File: src/rtl/tile_fetch_arbiter.sv
// tile_fetch_arbiter
//   Round-robin arbiter that collects one tile-row request per layer and serves
//   them over a single toggle-handshake graphics ROM port. Blank tiles are
//   answered with zero data and never touch the ROM. Row data can be reversed
//   pixel-by-pixel on the way out for X-flip.
//
// Ports
//   clk, reset   clock; synchronous active-high reset
//   ch_req       per-channel one-cycle request pulse
//   ch_code      tile codes, channel i at [i*CODE_W +: CODE_W]
//   ch_row       rows within tile, channel i at [i*ROW_W +: ROW_W]
//   ch_yflip     per-channel row inversion
//   ch_xflip     per-channel pixel-order reversal on load
//   ch_load      one-hot one-cycle pulse marking load_data valid for a channel
//   load_data    tile row data, held until the next load
//   rom_address  {code, row, zero padding}
//   rom_req      toggles once per ROM access
//   rom_ack      equals rom_req when the access is complete
//   rom_data     valid when rom_ack == rom_req
//   busy         ROM access in flight
//   overrun      sticky per channel: request replaced a still-pending one
module tile_fetch_arbiter #(
  parameter int unsigned       CHANNELS   = 4,
  parameter int unsigned       CODE_W     = 16,
  parameter int unsigned       ROW_W      = 4,
  parameter int unsigned       ADDR_W     = 23,
  parameter int unsigned       DATA_W     = 64,
  parameter int unsigned       PIX_W      = 4,
  parameter logic [CODE_W-1:0] BLANK_MASK = 16'h7fff
) (
  input  logic                       clk,
  input  logic                       reset,
  input  logic [CHANNELS-1:0]        ch_req,
  input  logic [CHANNELS*CODE_W-1:0] ch_code,
  input  logic [CHANNELS*ROW_W-1:0]  ch_row,
  input  logic [CHANNELS-1:0]        ch_yflip,
  input  logic [CHANNELS-1:0]        ch_xflip,
  output logic [CHANNELS-1:0]        ch_load,
  output logic [DATA_W-1:0]          load_data,
  output logic [ADDR_W-1:0]          rom_address,
  output logic                       rom_req,
  input  logic                       rom_ack,
  input  logic [DATA_W-1:0]          rom_data,
  output logic                       busy,
  output logic [CHANNELS-1:0]        overrun
);

  localparam int unsigned PTR_W = $clog2(CHANNELS);
  localparam int unsigned PAD   = ADDR_W - CODE_W - ROW_W;
  localparam int unsigned NGRP  = DATA_W / PIX_W;

  typedef enum logic {S_IDLE, S_WAIT} state_t;

  state_t              state_q, state_d;
  logic [CHANNELS-1:0] pending_q, pending_d;
  logic [CHANNELS-1:0] overrun_q, overrun_d;
  logic [CHANNELS-1:0] ch_load_q, ch_load_d;
  logic [CODE_W-1:0]   slot_code_q [CHANNELS];
  logic [CODE_W-1:0]   slot_code_d [CHANNELS];
  logic [ROW_W-1:0]    slot_row_q  [CHANNELS];
  logic [ROW_W-1:0]    slot_row_d  [CHANNELS];
  logic [CHANNELS-1:0] slot_yflip_q, slot_yflip_d;
  logic [CHANNELS-1:0] slot_xflip_q, slot_xflip_d;
  logic [PTR_W-1:0]    rr_ptr_q, rr_ptr_d;
  logic [PTR_W-1:0]    cur_q, cur_d;
  logic                cur_xflip_q, cur_xflip_d;
  logic                rom_req_q, rom_req_d;
  logic [ADDR_W-1:0]   rom_address_q, rom_address_d;
  logic [DATA_W-1:0]   load_data_q, load_data_d;

  logic                found;
  logic [PTR_W-1:0]    sel;
  logic [CHANNELS-1:0] grant_oh;
  logic                sel_blank;
  logic [ROW_W-1:0]    sel_row;
  logic [DATA_W-1:0]   rom_data_rev;

  // First pending channel at or after rr_ptr, wrapping modulo CHANNELS so a
  // non-power-of-two channel count never selects a nonexistent slot.
  always_comb begin
    int unsigned idx;
    found    = 1'b0;
    sel      = '0;
    grant_oh = '0;
    idx      = 0;
    for (int unsigned k = 0; k < CHANNELS; k++) begin
      idx = int'(rr_ptr_q) + k;
      if (idx >= CHANNELS) idx = idx - CHANNELS;
      if (!found && pending_q[idx]) begin
        found = 1'b1;
        sel   = PTR_W'(idx);
      end
    end
    if (found && state_q == S_IDLE) grant_oh[sel] = 1'b1;
  end

  assign sel_blank = (slot_code_q[sel] & BLANK_MASK) == '0;
  assign sel_row   = slot_row_q[sel] ^ {ROW_W{slot_yflip_q[sel]}};

  always_comb begin
    rom_data_rev = '0;
    for (int unsigned g = 0; g < NGRP; g++)
      rom_data_rev[g*PIX_W +: PIX_W] = rom_data[(NGRP-1-g)*PIX_W +: PIX_W];
  end

  always_comb begin
    state_d       = state_q;
    overrun_d     = overrun_q;
    ch_load_d     = '0;
    slot_code_d   = slot_code_q;
    slot_row_d    = slot_row_q;
    slot_yflip_d  = slot_yflip_q;
    slot_xflip_d  = slot_xflip_q;
    rr_ptr_d      = rr_ptr_q;
    cur_d         = cur_q;
    cur_xflip_d   = cur_xflip_q;
    rom_req_d     = rom_req_q;
    rom_address_d = rom_address_q;
    load_data_d   = load_data_q;

    // Grant clears first so a same-cycle request on the granted channel
    // re-arms pending without counting as an overrun.
    pending_d = pending_q & ~grant_oh;
    for (int unsigned i = 0; i < CHANNELS; i++) begin
      if (ch_req[i]) begin
        slot_code_d[i]  = ch_code[i*CODE_W +: CODE_W];
        slot_row_d[i]   = ch_row[i*ROW_W +: ROW_W];
        slot_yflip_d[i] = ch_yflip[i];
        slot_xflip_d[i] = ch_xflip[i];
        pending_d[i]    = 1'b1;
        if (pending_q[i] && !grant_oh[i]) overrun_d[i] = 1'b1;
      end
    end

    case (state_q)
      S_IDLE: begin
        if (found) begin
          if (sel_blank) begin
            load_data_d = '0;
            ch_load_d   = grant_oh;
            rr_ptr_d    = (sel == PTR_W'(CHANNELS-1)) ? '0 : sel + 1'b1;
          end else begin
            rom_address_d = ADDR_W'({slot_code_q[sel], sel_row}) << PAD;
            rom_req_d     = ~rom_req_q;
            cur_d         = sel;
            cur_xflip_d   = slot_xflip_q[sel];
            state_d       = S_WAIT;
          end
        end
      end
      S_WAIT: begin
        if (rom_ack == rom_req_q) begin
          load_data_d      = cur_xflip_q ? rom_data_rev : rom_data;
          ch_load_d[cur_q] = 1'b1;
          rr_ptr_d         = (cur_q == PTR_W'(CHANNELS-1)) ? '0 : cur_q + 1'b1;
          state_d          = S_IDLE;
        end
      end
      default: state_d = S_IDLE;
    endcase
  end

  always_ff @(posedge clk) begin
    if (reset) begin
      state_q       <= S_IDLE;
      pending_q     <= '0;
      overrun_q     <= '0;
      ch_load_q     <= '0;
      slot_yflip_q  <= '0;
      slot_xflip_q  <= '0;
      rr_ptr_q      <= '0;
      cur_q         <= '0;
      cur_xflip_q   <= 1'b0;
      rom_req_q     <= 1'b0;
      rom_address_q <= '0;
      load_data_q   <= '0;
      for (int unsigned i = 0; i < CHANNELS; i++) begin
        slot_code_q[i] <= '0;
        slot_row_q[i]  <= '0;
      end
    end else begin
      state_q       <= state_d;
      pending_q     <= pending_d;
      overrun_q     <= overrun_d;
      ch_load_q     <= ch_load_d;
      slot_yflip_q  <= slot_yflip_d;
      slot_xflip_q  <= slot_xflip_d;
      rr_ptr_q      <= rr_ptr_d;
      cur_q         <= cur_d;
      cur_xflip_q   <= cur_xflip_d;
      rom_req_q     <= rom_req_d;
      rom_address_q <= rom_address_d;
      load_data_q   <= load_data_d;
      for (int unsigned i = 0; i < CHANNELS; i++) begin
        slot_code_q[i] <= slot_code_d[i];
        slot_row_q[i]  <= slot_row_d[i];
      end
    end
  end

  assign ch_load     = ch_load_q;
  assign load_data   = load_data_q;
  assign rom_address = rom_address_q;
  assign rom_req     = rom_req_q;
  assign busy        = (state_q == S_WAIT);
  assign overrun     = overrun_q;

endmodule

File: config.mk
export PLATFORM = sky130hd
export DESIGN_NAME = tile_fetch_arbiter
export DESIGN_NICKNAME = d
export VERILOG_FILES = /design/src/rtl/tile_fetch_arbiter.sv
export SDC_FILE = /design/constraint.sdc
export NUM_CORES = 1
export LEC_CHECK = 0
export CORE_AREA = 3 3 147 121
export CTS_BUF_LIST = sky130_fd_sc_hd__clkbuf_4 sky130_fd_sc_hd__clkbuf_8
export DETAILED_ROUTE_END_ITERATION = 16
export DIE_AREA = 0 0 150 124
export PLACE_DENSITY = 0.95
export SLEW_MARGIN = 20
export SYNTH_ARGS = -nofsm -noshare
export SYNTH_HDL_FRONTEND = slang
export SYNTH_SLANG_ARGS = --single-unit
File: constraint.sdc
create_clock -name clk -period 4.52 [get_ports clk]
set_clock_uncertainty 0.1 [all_clocks]
set_input_delay 1.13 -clock clk [delete_from_list [all_inputs] [get_ports clk]]
set_output_delay 1.13 -clock clk [all_outputs]
set_load 0.02 [all_outputs]
# --- After elaboration in Yosys (flattened, before gate mapping) ---
# Index checks and enable logic that the tools add are counted.
totals:
  register_bits: 191
  inputBits: 159
  out_inout_bits: 97
  word_cells: 146
classes:
  n_addsub: 9
  magnitude_cmp: 13
  eq_ne: 6
  n_mux: 58
  bitwise_logic: 7
  n_reduce_logical: 24
ops:
  columns: ["operator", "n"]
  rows:
  - ["64-bit 2-to-1 mux", 4]
  - ["32-bit by 3-bit < comparator with 1-bit output (second input constant)", 4]
  - ["32-bit 2-to-1 mux", 4]
  - ["64-bit one-hot mux with 2 select lines", 1]
  - ["16-bit binary-select mux with 2-bit select", 1]
  - ["16-bit 2-to-1 mux", 2]
  - ["4-bit 2-to-1 mux", 6]
  - ["1-bit 2-to-1 mux", 19]
  - ["2-bit 2-to-1 mux", 9]
  - ["16-bit zero test", 1]
  - ["1-bit binary-select mux with 2-bit select", 6]
  - ["3-bit >= comparator (second input constant)", 4]
  - ["3-bit by 3-bit subtractor with 4-bit output (second input constant)", 3]
  - ["1-bit logical AND", 10]
  - ["4-bit binary-select mux with 2-bit select", 1]
  - ["4-bit one-hot mux with 2 select lines", 1]
  - ["2-bit AND reduction", 4]
  - ["1-bit zero test", 7]
  - ["2-bit by 2-bit adder with 3-bit output (second input constant)", 2]
  - ["2-bit by 3-bit < comparator with 1-bit output (second input constant)", 2]
  - ["3-bit AND reduction", 2]
  - ["2-bit by 1-bit adder with 2-bit output (second input constant)", 2]
  - ["4-bit bitwise AND", 1]
  - ["1-bit demux with 2-bit select", 2]
  - ["14 further kinds", 19]

# --- Logic depth before layout (Yosys ltp) ---
logic_depth:
  depth_word: 22
  ltp_mapped: 15
  depth_no_buf: 10

# --- Worst setup path after synthesis ---
# OpenSTA, ideal clock, no wires.
synth_timing:
  kind: "register to register"
  start: "reg rr_ptr_q[1]"
  end: "reg load_data_q[0], in the netlist load_data[0]"
  setup_time_ns: 0.128
  t_arrival_ns: 2.574
  required_time_ns: 4.292
  slack_ns: 1.719
  path_stages_with_launch: 14
  path_buffers: 4
  period_less_slack_ns: 2.801
  cell_sequence: "dfxtp_1 -> mux2i_1 -> o2bb2ai_1 -> or2_1 -> buf_2 -> buf_2 -> a211oi_1 -> o22ai_1 -> nor4_4 -> nand3_2 -> buf_4 -> buf_6 -> a31oi_1 -> nor2_1"
synth_between:
  elab_chain_cells: 21
  elab_cells_between_ends: 45
  cone_classes: "7 x add/sub; 4 x order compare; 2 x eq/ne; 23 x mux; 1 x bitwise; 8 x reduce/logical"
synth_rtl:
  columns: ["element", "line", "source"]
  rows:
  - ["start: declaration", "64", "logic [PTR_W-1:0] rr_ptr_q, rr_ptr_d;"]
  - ["start signal: assignment", "188", "rr_ptr_q <= rr_ptr_d;"]
  - ["parallel branches: the longest is 20 deep, another holds 3-bit by 3-bit subtractor with 4-bit output", null, null]
  - ["3-bit AND reduction (no source line) (*)", null, null]
  - ["end signal: assignment", "193", "load_data_q <= load_data_d;"]
  - ["end: declaration", "69", "logic [DATA_W-1:0] load_data_q, load_data_d;"]
# Mark *: on every way between the ends. The select of a mux whose other input is x is not followed.
# A chain may end at the register's enable or synchronous reset.

# --- Final worst setup path ---
layout_timing:
  start: "reg pending_q[0]"
  end: "reg cur_q[1]"
layout_between:
  elab_chain_cells: 19
  elab_cells_between_ends: 29
  cone_classes: "19 x mux; 2 x bitwise; 8 x reduce/logical"
layout_rtl:
  columns: ["element", "line", "source"]
  rows:
  - ["start: declaration", "55", "logic [CHANNELS-1:0] pending_q, pending_d;"]
  - ["start signal: assignment", "183", "pending_q <= pending_d;"]
  - ["1-bit binary-select mux with 2-bit select", "89", "if (!found && pending_q[idx]) begin"]
  - ["1-bit 2-to-1 mux (implied by the code)", "89", null]
  - ["1-bit 2-to-1 mux", "89", null]
  - ["1-bit zero test", "89", null]
  - ["1-bit logical AND", "89", null]
  - ["1-bit 2-to-1 mux", "89", null]
  - ["1-bit zero test", "89", null]
  - ["1-bit logical AND", "89", null]
  - ["[... 2 more ...]", null, null]
  - ["1-bit logical AND", "89", null]
  - ["2-bit 2-to-1 mux", "89", null]
  - ["2-bit inverter with 3-bit output (implied by the code)", "97", "assign sel_blank = (slot_code_q[sel] & BLANK_MASK) == '0;"]
  - ["16-bit binary-select mux with 2-bit select", "97", null]
  - ["16-bit 2-to-1 mux (2 in series)", null, null]
  - ["16-bit zero test", "97", null]
  - ["1-bit inverter (no source line)", null, null]
  - ["3-bit AND reduction (no source line)", null, null]
  - ["end signal: assignment", "189", "cur_q <= cur_d;"]
  - ["end: declaration", "65", "logic [PTR_W-1:0] cur_q, cur_d;"]
# Parallel ways exist; a longest one is shown, timed or not. The select of a mux whose other input is x is not followed.

==> flow_summary_export.csv <==
group,metric,value,unit
detailed_routing,drtAntennaViolNets,0,
detailed_routing,dr_total_vias,7823,
grt,antenna_found_initial,0,
place,place.gp.congestion,0.868,
cells_and_area,diodes,0,
yosys,syn_avg_cell_area,8.82,µm²
yosys,synth-seq-cells,191,
yosys,yosys_warnings,0,
detailed_routing,drtIter0Drc,669,
detailed_routing,avgViaCountPerCell,5.59,
pwr,leakage,4.53,nW
cells_and_area,final_cell_mix,"clkdlybuf4s50_1, nor2_1, dfxtp_1, mux2i_1, a31oi_1",
critical_path,critPathCaptureType,"flip-flop",
detailed_routing,firstDrtPassIters,5,
yosys,synth-seq-area-share,44.4,%
sta,setup_tns,0,ps
clocking,ctsLongestPathBuffers,2,
sta,rsz0062_at_grt,"false",
clocking,clk_pin_slew,90,ps
critical_path,worst_ep_arrival_time,4110,ps
clocking,cts-htree-levels,4,
grt,grt.overflow.total,0,
clocking,cts_tree,"built",
clocking,cts_buffers,17,
grt,grt_pass1_vias,7311,
detailed_routing,routedWlPerCell,17.4,µm
critical_path,worstSetupPathType,"flip-flop to flip-flop",
yosys,synth_ff_type,"dfxtp_1",
pwr,pwr_density_cell,382,mW/mm²
place,io_buffers,252,
clocking,worstSkewPairLatency,450,ps
yosys,synthArstFlopShare,0,%
sta,finalSetupViolations,0,
sta,tightest_slew,1090,ps
grt,grt.total_usage,25.3,%
yosys,synth_area,0.00862,mm²
yosys,yosys-top-cells-area,"dfxtp_1, mux2i_1, nor2_1",
detailed_routing,totalWireLength,24.4,mm
sta,timing.fmax,255,MHz
floorplan,row_count,42,
sta,finalCritPeriodShare,86.8,%
floorplan,core-area,0.0164,mm²
critical_path,worstPathRequired,4710,ps
sta,hold_viol_final,0,
floorplan,ioPinCount,256,
clocking,clockRootBuffer,"clkbuf_8",
place,place_hpwl,16.9,mm
clocking,cts_hold_buffers,0,
yosys,synth_area_leader_cell,"dfxtp_1",
cells_and_area,final_common_cell,"clkdlybuf4s50_1",
detailed_routing,drc,0,
clocking,post-cts-setup-buffers,0,
clocking,post_cts_resized,0,
sta,max-slew-margin-rel,27.5,%
sta,layout_min_cycle_time,3920,ps
pwr,ir_worst_vdd,206,µV
floorplan,die_area,0.0186,mm²
job,max_cap_violations,0,
grt,grt_max_degree,148,
yosys,synth.distinct_cells,50,
critical_path,r2r_slack,600,ps
cells_and_area,drive_gt1_share,5.17,%
critical_path,cp_slowest_cell,"a211o_2",
yosys,syn_inst,977,
sta,hold_ws,371,ps
sta,finalMaxSlewViolations,0,
min_path,hold_class,"flip-flop to flip-flop",
yosys,synth_top_cell_area_share,44.4,%
critical_path,cp-start-kind,"flip-flop",
floorplan,die_x,150,µm
critical_path,crit_chain,"nor2b_1 > o21bai_2 > nand2_4 > a211oi_1 > o22ai_1 > nor4_4 > a211o_2 > mux2i_1 > nor2_1",
yosys,synth-edff-count,0,
outcome,outcome,"completed",
grt,grt_pass1_wl,37.7,mm
floorplan,dieHeight,124,µm
cells_and_area,area_delta_synth_final,33.2,%
clocking,numClockSinks,191,
critical_path,slowest_delay,740,ps
floorplan,start_util,52.5,%
critical_path,cp_max_fo,42,
cells_and_area,final_nets,1334,
-- cell families after synthesis --
logic type	share of synthesized area (%)
xor+xnor	0.610
flops	44.4
fa+ha+maj	1.16
mux	18.4
other cells	0.0435
compound gates	11.7
simple gates	18.7
buf+inv	4.98
-- report_power, final --
group / switching, mW / internal (mW) / total (mW)
logic: 0.687 / 0.596 / 1.28
clock network: 0.584 / 0.537 / 1.12
registers: 0.145 / 1.84 / 1.98
total: 1.42 / 2.97 / 4.39
-- per-stage QoR --
step / cell area (µm²) / worst slack, ps / cells / power (mW) / utilization (%)
2_1_floorplan: 8620 / 1720 / 979 / 2.79 / -
3_3_place_gp: 11100 / 897 / 1368 / 3.24 / 67.6
3_5_place_dp: 11100 / 709 / 1368 / 3.29 / 67.6
4_1_cts: 11500 / 687 / 1399 / 4.40 / 70.0
5_1_grt: 11500 / 347 / 1399 / 4.60 / 70.0
6_report: 11500 / 597 / 1399 / 4.39 / 70.0
-- state kept, by name, summed over array words and instances (netlist names) --
name,cells
ch_load,4
slot_code_q,64
slot_row_q,16
slot_yflip_q,4
pending_q,4
load_data,64
rr_ptr_q,2
cur_q,2
slot_xflip_q,4
rom_address,20
overrun,4
busy,1
cur_xflip_q,1
rom_req,1
-- worst max-delay path: cells and delay by family, from the launching register on --
kind	cells	cell delay (ps)
flip-flops	1	360
AO/OA/AOI/OAI	4	1920
multiplexers	1	260
AND/OR/NAND/NOR	4	1100
-- worst paths after layout --
check / start / end / cells after the start
setup / recovery: pending_q[0] / cur_q[1] / 9
hold / removal: rom_address[22] / rom_address[22] / 2
hold reg to reg: rom_address[22] / rom_address[22] / 2
setup reg to reg: pending_q[0] / cur_q[1] / 9
-- Yosys cell counts (4+ instances only) --
master	number
a211oi_1	18
nand2_1	51
nand2b_1	7
o31ai_1	5
mux2i_1	158
nand4_1	4
a21oi_1	17
and3_1	24
o21ai_0	11
a31oi_1	73
nor2_1	234
nand3b_1	13
buf_1	8
ha_1	8
nand3_1	22
o22ai_1	4
o41ai_1	8
buf_4	6
buf_2	10
xnor2_1	5
dfxtp_1	191
clkbuf_1	61
buf_6	5
-- metal layers --
| metal | part of all wire (%) | global-route usage, % |
|---|---|---|
| met4 | 2.3 | 8.63 |
| met2 | 48 | 41.3 |
| met3 | 7.4 | 5.82 |
| met5 | 0 | 0 |
| met1 | 43 | 33.5 |
-- final cells by class --
cell class              instances  area [µm²]
clock buffers                  22         284
clock inverters                 9         111
fillers                      1287        4920
inverters                       5        18.8
multi-input cells             693        4380
flip-flops and latches        191        3830
well taps                     220         275
repair buffers                259        2580
No activity file was read; power rests on OpenSTA's default activity.
